===== src/rtl/mem_port_arbiter_if.sv =====
// mem_port_arbiter_if
// Bundles the fetch port, data port, memory port and watchdog flag of
// mem_port_arbiter. Signal names match the original flat ports.
//   fetch : i_req, i_addr -> i_rdata, i_valid
//   data  : d_req, d_addr, d_wdata, d_we -> d_rdata, d_valid
//   memory: m_req, m_addr, m_wdata, m_we -> m_rdata, m_valid
//   status: err_timeout (sticky watchdog flag)
// Modports:
//   slave  - the arbiter's view
//   master - the view of the surrounding core and memory
interface mem_port_arbiter_if;
  logic        i_req;
  logic [31:0] i_addr;
  logic [31:0] i_rdata;
  logic        i_valid;

  logic        d_req;
  logic [31:0] d_addr;
  logic [31:0] d_wdata;
  logic        d_we;
  logic [31:0] d_rdata;
  logic        d_valid;

  logic        m_req;
  logic [31:0] m_addr;
  logic [31:0] m_wdata;
  logic        m_we;
  logic [31:0] m_rdata;
  logic        m_valid;

  logic        err_timeout;

  modport slave (
    input  i_req, i_addr, d_req, d_addr, d_wdata, d_we, m_rdata, m_valid,
    output i_rdata, i_valid, d_rdata, d_valid, m_req, m_addr, m_wdata, m_we,
           err_timeout
  );

  modport master (
    output i_req, i_addr, d_req, d_addr, d_wdata, d_we, m_rdata, m_valid,
    input  i_rdata, i_valid, d_rdata, d_valid, m_req, m_addr, m_wdata, m_we,
           err_timeout
  );
endinterface


===== src/rtl/mem_port_arbiter.sv =====
// mem_port_arbiter
// Shares one single-ported, variable-latency memory between the core's
// instruction-fetch port and data port. The data port has fixed priority,
// limited by a starvation guard: after MAX_DSTREAK consecutive data grants
// with a fetch pending, the next arbitration goes to fetch. A watchdog
// aborts an access that sees no m_valid for TIMEOUT BUSY cycles, returns
// rdata=0 to the waiting port and sets the sticky err_timeout flag.
// Ports:
//   clk      - clock
//   reset_n  - synchronous active-low reset
//   bus      - mem_port_arbiter_if.slave (fetch, data, memory, err_timeout)
// Parameters:
//   MAX_DSTREAK - max consecutive data grants while a fetch is pending
//   TIMEOUT     - BUSY cycles without m_valid before abort
//   CNT_W       - watchdog counter width, 2**CNT_W > TIMEOUT
module mem_port_arbiter #(
  parameter int unsigned MAX_DSTREAK = 4,
  parameter int unsigned TIMEOUT     = 64,
  parameter int unsigned CNT_W       = 8
) (
  input  logic               clk,
  input  logic               reset_n,
  mem_port_arbiter_if.slave  bus
);

  localparam logic [1:0] S_IDLE   = 2'd0;
  localparam logic [1:0] S_BUSY_I = 2'd1;
  localparam logic [1:0] S_BUSY_D = 2'd2;

  localparam int unsigned SW = $clog2(MAX_DSTREAK + 1);

  logic [1:0]       r_state;
  logic [SW-1:0]    r_streak;
  logic [CNT_W-1:0] r_tcnt;
  logic             r_err;
  logic [31:0]      r_addr;
  logic [31:0]      r_wdata;
  logic             r_we;

  logic w_busy;
  logic w_timeout;
  logic w_done;
  logic w_grant_d;

  assign w_busy    = (r_state != S_IDLE);
  // A real completion on the boundary cycle wins over the watchdog.
  assign w_timeout = w_busy && !bus.m_valid && (r_tcnt == CNT_W'(TIMEOUT - 1));
  assign w_done    = w_busy && (bus.m_valid || w_timeout);
  assign w_grant_d = bus.d_req && (!bus.i_req || (r_streak < SW'(MAX_DSTREAK)));

  always_ff @(posedge clk) begin
    if (!reset_n) begin
      r_state  <= S_IDLE;
      r_streak <= '0;
      r_tcnt   <= '0;
      r_err    <= 1'b0;
      r_addr   <= '0;
      r_wdata  <= '0;
      r_we     <= 1'b0;
    end else begin
      case (r_state)
        S_IDLE: begin
          r_tcnt <= '0;
          if (w_grant_d) begin
            r_addr   <= bus.d_addr;
            r_wdata  <= bus.d_wdata;
            r_we     <= bus.d_we;
            r_state  <= S_BUSY_D;
            // Streak only grows while a fetch is actually being held off.
            r_streak <= bus.i_req ? (r_streak + SW'(1)) : '0;
          end else if (bus.i_req) begin
            r_addr   <= bus.i_addr;
            r_wdata  <= '0;
            r_we     <= 1'b0;
            r_state  <= S_BUSY_I;
            r_streak <= '0;
          end
        end
        default: begin
          if (w_done) begin
            r_state <= S_IDLE;
            r_tcnt  <= '0;
            if (w_timeout) r_err <= 1'b1;
          end else begin
            r_tcnt <= r_tcnt + CNT_W'(1);
          end
        end
      endcase
    end
  end

  assign bus.m_req       = w_busy;
  assign bus.m_addr      = r_addr;
  assign bus.m_wdata     = r_wdata;
  assign bus.m_we        = w_busy && r_we;
  assign bus.i_valid     = (r_state == S_BUSY_I) && w_done;
  assign bus.d_valid     = (r_state == S_BUSY_D) && w_done;
  // rdata is forced to zero on a watchdog abort (m_valid low).
  assign bus.i_rdata     = ((r_state == S_BUSY_I) && bus.m_valid) ? bus.m_rdata : '0;
  assign bus.d_rdata     = ((r_state == S_BUSY_D) && bus.m_valid) ? bus.m_rdata : '0;
  assign bus.err_timeout = r_err;

endmodule

===== src/flat_wrapper.sv =====
// flat-port wrapper written by rule: the top's interface ports become plain ports
module mem_port_arbiter_flat 
#(
  parameter int unsigned MAX_DSTREAK = 4,
  parameter int unsigned TIMEOUT     = 64,
  parameter int unsigned CNT_W       = 8
)
  (clk, reset_n, bus_i_req, bus_i_addr, bus_d_req, bus_d_addr, bus_d_wdata, bus_d_we, bus_m_rdata, bus_m_valid, bus_i_rdata, bus_i_valid, bus_d_rdata, bus_d_valid, bus_m_req, bus_m_addr, bus_m_wdata, bus_m_we, bus_err_timeout);
  mem_port_arbiter_if bus_i ();
  input  logic clk;
  input  logic reset_n;
  input wire logic [$bits(bus_i.i_req)-1:0] bus_i_req;
  input wire logic [$bits(bus_i.i_addr)-1:0] bus_i_addr;
  input wire logic [$bits(bus_i.d_req)-1:0] bus_d_req;
  input wire logic [$bits(bus_i.d_addr)-1:0] bus_d_addr;
  input wire logic [$bits(bus_i.d_wdata)-1:0] bus_d_wdata;
  input wire logic [$bits(bus_i.d_we)-1:0] bus_d_we;
  input wire logic [$bits(bus_i.m_rdata)-1:0] bus_m_rdata;
  input wire logic [$bits(bus_i.m_valid)-1:0] bus_m_valid;
  output wire logic [$bits(bus_i.i_rdata)-1:0] bus_i_rdata;
  output wire logic [$bits(bus_i.i_valid)-1:0] bus_i_valid;
  output wire logic [$bits(bus_i.d_rdata)-1:0] bus_d_rdata;
  output wire logic [$bits(bus_i.d_valid)-1:0] bus_d_valid;
  output wire logic [$bits(bus_i.m_req)-1:0] bus_m_req;
  output wire logic [$bits(bus_i.m_addr)-1:0] bus_m_addr;
  output wire logic [$bits(bus_i.m_wdata)-1:0] bus_m_wdata;
  output wire logic [$bits(bus_i.m_we)-1:0] bus_m_we;
  output wire logic [$bits(bus_i.err_timeout)-1:0] bus_err_timeout;
  assign bus_i.i_req = bus_i_req;
  assign bus_i.i_addr = bus_i_addr;
  assign bus_i.d_req = bus_d_req;
  assign bus_i.d_addr = bus_d_addr;
  assign bus_i.d_wdata = bus_d_wdata;
  assign bus_i.d_we = bus_d_we;
  assign bus_i.m_rdata = bus_m_rdata;
  assign bus_i.m_valid = bus_m_valid;
  assign bus_i_rdata = bus_i.i_rdata;
  assign bus_i_valid = bus_i.i_valid;
  assign bus_d_rdata = bus_i.d_rdata;
  assign bus_d_valid = bus_i.d_valid;
  assign bus_m_req = bus_i.m_req;
  assign bus_m_addr = bus_i.m_addr;
  assign bus_m_wdata = bus_i.m_wdata;
  assign bus_m_we = bus_i.m_we;
  assign bus_err_timeout = bus_i.err_timeout;
  mem_port_arbiter #(.MAX_DSTREAK(MAX_DSTREAK), .TIMEOUT(TIMEOUT), .CNT_W(CNT_W)) u_core (.clk(clk), .reset_n(reset_n), .bus(bus_i));
endmodule

===== config.mk =====
export PLATFORM = sky130hd
export DESIGN_NAME = mem_port_arbiter_flat
export DESIGN_NICKNAME = d
export VERILOG_FILES = /design/src/rtl/mem_port_arbiter_if.sv /design/src/rtl/mem_port_arbiter.sv /design/src/flat_wrapper.sv
export SDC_FILE = /design/constraint.sdc
export NUM_CORES = 1
export LEC_CHECK = 0
export ABC_AREA = 1
export CAP_MARGIN = 20
export CELL_PAD_IN_SITES_DETAIL_PLACEMENT = 1
export CELL_PAD_IN_SITES_GLOBAL_PLACEMENT = 2
export CORE_ASPECT_RATIO = 1.1
export CORE_MARGIN = 10
export CORE_UTILIZATION = 16
export DETAILED_ROUTE_END_ITERATION = 12
export PLACE_DENSITY_LB_ADDON = 0.1
export REMOVE_ABC_BUFFERS = 1
export SKIP_LAST_GASP = 1
export SLEW_MARGIN = 20
export SYNTH_ARGS = -nofsm -noshare
export SYNTH_HDL_FRONTEND = slang
export SYNTH_SLANG_ARGS = --single-unit

===== constraint.sdc =====
create_clock -name clk -period 1.5 [get_ports clk]
set_input_delay 0.3 -clock clk [delete_from_list [all_inputs] [get_ports clk]]
set_output_delay 0.3 -clock clk [all_outputs]
set_load 0.01 [all_outputs]

Word level (Yosys, flattened, before mapping)

Index checks and enable logic that the tools add are counted.

Bits in registers: 79
Output and inout bits: 133
Word-level logic and storage cells: 52

Add/subtract/negate cells: 2
Order comparisons: 1
Equal/unequal tests: 4
Mux-type cells: 15
Bitwise operators: 2
Reduce and logical (&&, ||, !) cells: 21

Operators with widths:

| operator                                              | number |
|---|---|
| two-way mux 32 bit                                    | 6 |
| logical AND 1 bit                                     | 9 |
| two-way mux 3 bit                                     | 3 |
| adder 8 x 1 -> 8 bit, second input constant           | 1 |
| == test 8 x 6 -> 1 bit, second input constant         | 1 |
| two-way mux 2 bit                                     | 4 |
| nonzero test 2 bit                                    | 3 |
| AND reduction 2 bit                                   | 2 |
| adder 3 x 1 -> 3 bit, second input constant           | 1 |
| < comparator 3 bit, second input constant             | 1 |
| inequality test 3 x 2 -> 1 bit, second input constant | 1 |
| AND reduction 3 bit                                   | 1 |
| OR reduction 3 bit                                    | 1 |
| == test 2 x 1 -> 1 bit, second input constant         | 1 |
| == test 2 bit, second input constant                  | 1 |
| logical NOT 1 bit                                     | 2 |
| logical NOT 2 bit                                     | 1 |
| logical OR 1 bit                                      | 2 |
| two-way mux 1 bit                                     | 2 |
| inverter 1 bit                                        | 2 |

Logic depth before layout (Yosys ltp)

Gate-level depths: netlist of run 1.

Depth after elaboration: 7
Gate-level depth with buffers: 8
Depth with buffers taken out: 8

Least setup slack after synthesis of run 1

No wires, ideal clock.

Path kind: reg2out
From: register u_core.r_tcnt[0]
To: output bus_d_valid
Arrival time: 1.263 ns
Required time: 1.200 ns
Path slack: -0.063 ns
Cell stages (with the launch flop): 8
Path buffers: 0
Path through: dfxtp_1 > ha_1 > nand2_1 > nor2_1 > nand4_1 > nand2_1 > nand2_1 > nor3_1

Cells in the longest elaborated chain, start to end: 5

Ends and longest elaborated chain:

| element                  | line                   | RTL |
|---|---|---|
| start: declaration       | mem_port_arbiter.sv:34 | `logic [CNT_W-1:0] r_tcnt;` |
| start signal: assignment | mem_port_arbiter.sv:85 | `r_tcnt <= r_tcnt + CNT_W'(1);` |
| == test 8 x 6 -> 1 bit   | mem_port_arbiter.sv:47 | `assign w_timeout = w_busy && !bus.m_valid && (r_tcnt == CNT_W'(TIMEOUT - 1));` |
| logical AND 1 bit        | mem_port_arbiter.sv:47 |  |
| logical OR 1 bit         | mem_port_arbiter.sv:48 | `assign w_done = w_busy && (bus.m_valid \|\| w_timeout);` |
| logical AND 1 bit        | mem_port_arbiter.sv:48 |  |
| logical AND 1 bit        | mem_port_arbiter.sv:97 | `assign bus.d_valid = (r_state == S_BUSY_D) && w_done;` |
| end: declaration         | flat_wrapper.sv:23     | `output wire logic [$bits(bus_i.d_valid)-1:0] bus_d_valid;` |

Every way passes these cells.

Final worst setup path of run 1

From: register u_core.r_tcnt[1]
To: output bus_i_valid

Cells in the longest elaborated chain, start to end: 5

Ends and longest elaborated chain:

| element                | line                   | RTL |
|---|---|---|
| == test 8 x 6 -> 1 bit | mem_port_arbiter.sv:47 |  |
| logical AND 1 bit      | mem_port_arbiter.sv:47 |  |
| logical OR 1 bit       | mem_port_arbiter.sv:48 |  |
| logical AND 1 bit      | mem_port_arbiter.sv:48 |  |
| logical AND 1 bit      | mem_port_arbiter.sv:96 | `assign bus.i_valid = (r_state == S_BUSY_I) && w_done;` |
| end: declaration       | flat_wrapper.sv:21     | `output wire logic [$bits(bus_i.i_valid)-1:0] bus_i_valid;` |

Every way passes these cells.

==> results.py, run 1 <==
metrics = {
    "global_routing": {
        "grt_max_degree": 40,
        "antenna_found_initial": 2,
        "grt_use_total_pct": 13.8,
        "grt_pass1_vias": 5088,
        "grt-ovfl-total": 0,
        "grt_pass1_wl_mm": 30.4,
    },
    "timing": {
        "slew_headroom_pct": 83.1,
        "hold_ws_ps": 341,
        "fin_ws_ps": -434,
        "rsz0062_at_grt": "yes",
        "max_freq_mhz": 517,
        "finalWorstPathRequiredPeriod_ps": 1930,
        "fin_skew_ps": 10.6,
        "hold_viol_final": 0,
        "finalCritPeriodShare_pct": 129,
        "setup_tns_ps": -17140,
        "tightestPinTransition_ps": 253,
        "finalSetupViolCount": 104,
        "slew_violations": 0,
    },
    "drt": {
        "drc": 0,
        "highest_layer": "met4",
        "wl_met1_mm": 8.35,
        "routedWlPerCell_um": 19.2,
        "dr_wl_met2_mm": 11.6,
        "first_iter_violations": 134,
        "routed_via_density": 4.13,
        "finalWirelength_mm": 22.0,
        "vias": 4748,
        "wl_met3_mm": 1.92,
        "ant_nets": 0,
        "drt_pass1_iterations": 4,
    },
    "floorplan": {
        "die_x_um": 161,
        "start_util_pct": 16.3,
        "dieArea_mm2": 0.0282,
        "io_pins": 267,
        "rows": 56,
        "dieHeight_um": 175,
        "core_mm2": 0.0214,
    },
    "synth": {
        "seq_area_frac_synth_pct": 45.2,
        "ys_seq_elements": 79,
        "yosysWarningCount": 0,
        "synth-simple-area-share_pct": 26.6,
        "synth_edf_count": 0,
        "netlist_area_mm2": 0.00350,
        "synth_top_family_by_area": "simple AND/OR/NAND/NOR gates",
        "syn_area_per_cell_um2": 6.86,
        "synthTopCellsByArea": "dfxtp_1, nand2_1, nor2_1",
        "ys_async_sr_fraction_pct": 0,
        "netlist_top_cells_count": "nand2_1, dfxtp_1, nor2_1",
        "synthXorXnorAreaFrac_pct": 0.751,
        "synth.most_common_cell": "nand2_1",
        "ys_types": 22,
        "syn_inst": 510,
        "synth_fa_ha_area_share_pct": 0.715,
        "synth_top_area_cell": "dfxtp_1",
        "yosysTopAreaCellShare_pct": 45.2,
        "synthMuxAreaShare_pct": 0,
        "synthFlopType": "dfxtp_1",
        "synth_compound_area_share_pct": 17.1,
    },
    "layout": {
        "finish.utilization_pct": 39.3,
        "syn2layout_area_growth_pct": 141,
        "drive_above_1_share_pct": 32.1,
        "fin_cells": 1151,
        "finalInstanceArea_mm2": 0.00844,
        "layout.nets": 991,
    },
    "clock_network": {
        "path_clk_slew_ps": 60,
        "clock_latency_ps": 340,
        "cts_tree": "built",
        "cts_max_level": 3,
        "cts_buffer_depth": 2,
        "cts_made_buffers": 9,
        "clockRootBuffer": "clkbuf_16",
        "clock-sinks": 79,
    },
    "placed_design": {
        "placed_area_mm2": 0.00675,
        "portBuffers": 266,
        "gp_congestion": 0.745,
        "hpwl_mm": 14.7,
        "pre_cts_slack_ps": -732,
        "place_inst": 1070,
    },
    "setup_path": {
        "crit_path_start_kind": "flop",
        "ff2ff_path_depth": 9,
        "arrival_ps": 1630,
        "crit_fanout": 2,
        "crit_required_ps": 1200,
        "crit_path_end_kind": "output port",
        "worstSetupPathType": "reg2out",
    },
    "pwr": {
        "power.total_mw": 6.82,
        "ir_drop_v": 0.000429,
        "p_leak_nw": 3.74,
        "p_per_area_mw_per_mm2": 808,
    },
    "min_path": {
        "hold_path.class": "in2reg",
        "worstHoldPathCells": 3,
    },
    "outcome": {
        "violations": "setup timing",
        "status": "complete, but fails checks",
    },
    "flow_run": {
        "max_cap_viol_count": 0,
    },
}
[cell type report]
cell class | instances | area [um2]
Inverter | 48 | 188
Multi-Input combinational cell | 351 | 2110
Clock inverter | 6 | 38.8
Antenna cell | 2 | 5.00
Tap cell | 290 | 363
Clock buffer | 9 | 225
Sequential cell | 79 | 1590
Fill cell | 2531 | 13000
Timing Repair Buffer | 366 | 3910
[cells in the final DEF, fill, tap and decap left out, types with 4 or more instances in the layout]
| cell | n |
|---|---|
| a21oi_1 | 37 |
| a31oi_1 | 31 |
| buf_12 | 20 |
| buf_16 | 4 |
| buf_2 | 13 |
| buf_4 | 40 |
| buf_6 | 81 |
| clkbuf_16 | 16 |
| clkdlybuf4s50_1 | 131 |
| dfxtp_1 | 75 |
| dlygate4sd2_1 | 66 |
| inv_1 | 41 |
| inv_2 | 4 |
| nand2_1 | 141 |
| nand3_1 | 6 |
| nor2_1 | 13 |
| nor2_2 | 8 |
| nor2_4 | 56 |
| o21ai_0 | 15 |
| o21ai_1 | 17 |
[routing by layer]
| layer | vias up | GRT usage [%] |
|---|---|---|
| met1 | 2243 | 13.9 |
| li1 | 2326 | - |
| met2 | 165 | 24.9 |
| met3 | 14 | 6.30 |
| met5 | - | 0 |
| met4 | 0 | 3.64 |
[kinds of logic (layout without fill, tap and decap cells)]
kind of cell,Yosys count,in the layout
other,0,2
AOI/OAI and AO/OA,107,107
and+or+nand+nor,239,239
xor gates and xnor gates,3,3
adders and majority gates,2,2
buffers and inverters,80,429
DFF,79,79
[final timing paths]
path / from / to / slack (ps)
hold reg to reg: u_core.bus.m_wdata[2] / u_core.bus.m_wdata[2] / 460
setup reg to reg: u_core.r_state[1] / u_core.bus.m_addr[24] / -80
hold / removal: bus_i_req / u_core.r_streak[1] / 340
setup / recovery: u_core.r_tcnt[1] / bus_i_valid / -430
[what timing repair did]
item,4_1_cts,5_1_grt
pin swaps,5,22
resized for setup,434,183
hold buffers,0,0
setup buffers,34,26
cloned,6,10
setup endpoints to repair,140,100
[worst max-delay path, stage by stage, from the launching register on]
cell	delay [ps]
dfxtp_2	360
ha_4	150
nand2_4	50
nor2_4	80
nand4_1	130
nand2_1	120
nand2_2	70
nor3_2	160
buf_2	160
[where the power goes]
group	internal (mW)	switching, mW
clock	1.11	0.933
sequential	2.29	0.105
combinational	1.28	1.10
[state kept, by name, indices dropped and copies added, names as in the netlist]
register / flops
u_core.bus.m_addr: 32
u_core.r_streak: 3
u_core.bus.m_wdata: 32
u_core.r_state: 2
u_core.bus.err_timeout: 1
u_core.r_we: 1
u_core.r_tcnt: 8
No activity file was read; power rests on OpenSTA's default activity.
==> inputs of run 2 (changes only) <==
--- a/config.mk
+++ b/config.mk
@@ -13,7 +13,7 @@
 export CORE_MARGIN = 10
 export CORE_UTILIZATION = 16
 export DETAILED_ROUTE_END_ITERATION = 12
-export PLACE_DENSITY_LB_ADDON = 0.1
+export PLACE_DENSITY = 0.91
 export REMOVE_ABC_BUFFERS = 1
 export SKIP_LAST_GASP = 1
 export SLEW_MARGIN = 20
==> results.py, run 2 (synthesis results as in run 1) <==
metrics = {
    "floorplan": {
        "dieArea_mm2": 0.0282,
        "die_x_um": 161,
        "io_pins": 267,
        "core_mm2": 0.0214,
        "rows": 56,
        "start_util_pct": 16.3,
        "dieHeight_um": 175,
    },
    "timing": {
        "fin_skew_ps": 8.87,
        "finalCritPeriodShare_pct": 127,
        "hold_viol_final": 0,
        "rsz0062_at_grt": "yes",
        "fin_ws_ps": -402,
        "finalSetupViolCount": 93,
        "setup_tns_ps": -21240,
        "hold_ws_ps": 456,
        "slew_headroom_pct": 82.0,
        "finalWorstPathRequiredPeriod_ps": 1900,
        "tightestPinTransition_ps": 270,
        "max_freq_mhz": 526,
        "slew_violations": 0,
    },
    "layout": {
        "fin_cells": 1149,
        "multi_input_area_mm2": 0.00208,
        "finish.utilization_pct": 39.0,
        "syn2layout_area_growth_pct": 139,
        "drive_above_1_share_pct": 31.4,
        "final_common_cell": "nand2_1",
        "fill_cells": 2535,
        "layout_common_cells": "nand2_1, clkdlybuf4s50_1, dfxtp_1",
        "layout.nets": 989,
        "finalInstanceArea_mm2": 0.00836,
        "seq_area_mm2": 0.00159,
    },
    "global_routing": {
        "grt_pass1_wl_mm": 28.0,
        "grt-ovfl-total": 0,
        "grt_max_degree": 45,
        "grt_pass1_vias": 4874,
        "grt_use_total_pct": 12.4,
        "antenna_found_initial": 1,
    },
    "outcome": {
        "status": "complete, but fails checks",
        "violations": "setup timing",
    },
    "placed_design": {
        "gp_congestion": 0.761,
        "place_inst": 1069,
        "hpwl_mm": 13.5,
        "portBuffers": 266,
        "placed_area_mm2": 0.00674,
        "pre_cts_slack_ps": -749,
    },
    "drt": {
        "routed_via_density": 4.13,
        "first_iter_violations": 145,
        "vias": 4745,
        "routedWlPerCell_um": 18.6,
        "drt_pass1_iterations": 4,
        "finalWirelength_mm": 21.4,
        "ant_nets": 0,
        "drc": 0,
    },
    "clock_network": {
        "cts_buffer_depth": 2,
        "cts_tree": "built",
        "clock-sinks": 79,
        "clockRootBuffer": "clkbuf_16",
        "cts_max_level": 3,
        "path_clk_slew_ps": 60,
        "cts_made_buffers": 9,
        "cts-hold-fix-buffers": 0,
        "clock_latency_ps": 340,
    },
    "setup_path": {
        "ff2ff_path_depth": 10,
        "worstSetupPathType": "reg2out",
        "crit_required_ps": 1200,
        "crit_fanout": 7,
        "crit_path_end_kind": "output port",
        "arrival_ps": 1600,
        "crit_path_start_kind": "flop",
    },
    "pwr": {
        "p_leak_nw": 3.71,
        "p_per_area_mw_per_mm2": 859,
        "ir_drop_v": 0.000614,
        "power.total_mw": 7.19,
    },
    "flow_run": {
        "max_cap_viol_count": 0,
    },
    "min_path": {
        "hold_path.class": "reg2reg",
        "worstHoldPathCells": 2,
    },
}
[run 2: worst max-delay path, cell delays in order, from the launching register on]
cell	delay (ps)
dfxtp_4	350
buf_6	130
inv_4	60
nand3_4	150
buf_16	220
buf_4	140
nor2_4	90
buf_6	110
[run 2: what timing repair did]
| action | in CTS | in global routing |
|---|---|---|
| hold endpoints to repair | 0 | 0 |
| setup buffers | 21 | 32 |
| pin swaps | 3 | 8 |
| gates cloned | 6 | 12 |
| endpoints found under the setup margin | 135 | 99 |
| gates resized for setup | 362 | 226 |
[run 2: area by class of cell]
type / instances / share of cell area [%]
Sequential cell: 79 / 19.0
Tap cell: 290 / 4.34
Clock inverter: 7 / 1.24
Inverter: 48 / 2.27
Multi-Input combinational cell: 351 / 24.9
Clock buffer: 9 / 2.69
Antenna cell: 1 / 0.0299
Timing Repair Buffer: 364 / 45.6
[run 2: per-layer routing]
| metal | up-vias | GRT usage (%) | part of all wire, % |
|---|---|---|---|
| li1 | 2323 | - | - |
| met1 | 2231 | 12.7 | 38 |
| met2 | 177 | 23.0 | 54 |
| met3 | 14 | 4.82 | 7.4 |
| met4 | 0 | 3.19 | 1.4 |
| met5 | - | 0 | 0 |
[run 2: power breakdown]
part           internal (mW)  leakage (nW)  switching (mW)  total, mW
Sequential              2.29         0.652          0.0950       2.38
Clock                   1.48         0.154           0.962       2.44
Combinational           1.27          2.91            1.09       2.36
Total                   5.04          3.71            2.15       7.19
[run 2: worst paths after layout]
check,startpoint,slack [ps],end
min reg2reg,u_core.r_we,460,u_core.r_we
max reg2reg,u_core.r_tcnt[0],-50,u_core.r_tcnt[2]
max,u_core.r_state[1],-400,bus_i_rdata[20]
min,u_core.r_we,460,u_core.r_we
==> inputs of run 3 (changes only) <==
--- a/config.mk
+++ b/config.mk
@@ -13,10 +13,9 @@
 export CORE_MARGIN = 10
 export CORE_UTILIZATION = 16
 export DETAILED_ROUTE_END_ITERATION = 12
-export PLACE_DENSITY = 0.91
+export PLACE_DENSITY_LB_ADDON = 0.1
 export REMOVE_ABC_BUFFERS = 1
 export SKIP_LAST_GASP = 1
-export SLEW_MARGIN = 20
 export SYNTH_ARGS = -nofsm -noshare
 export SYNTH_HDL_FRONTEND = slang
 export SYNTH_SLANG_ARGS = --single-unit
==> results of run 3 <==
Same layout as run 1: the final DEF is identical, and so are final timing and power.
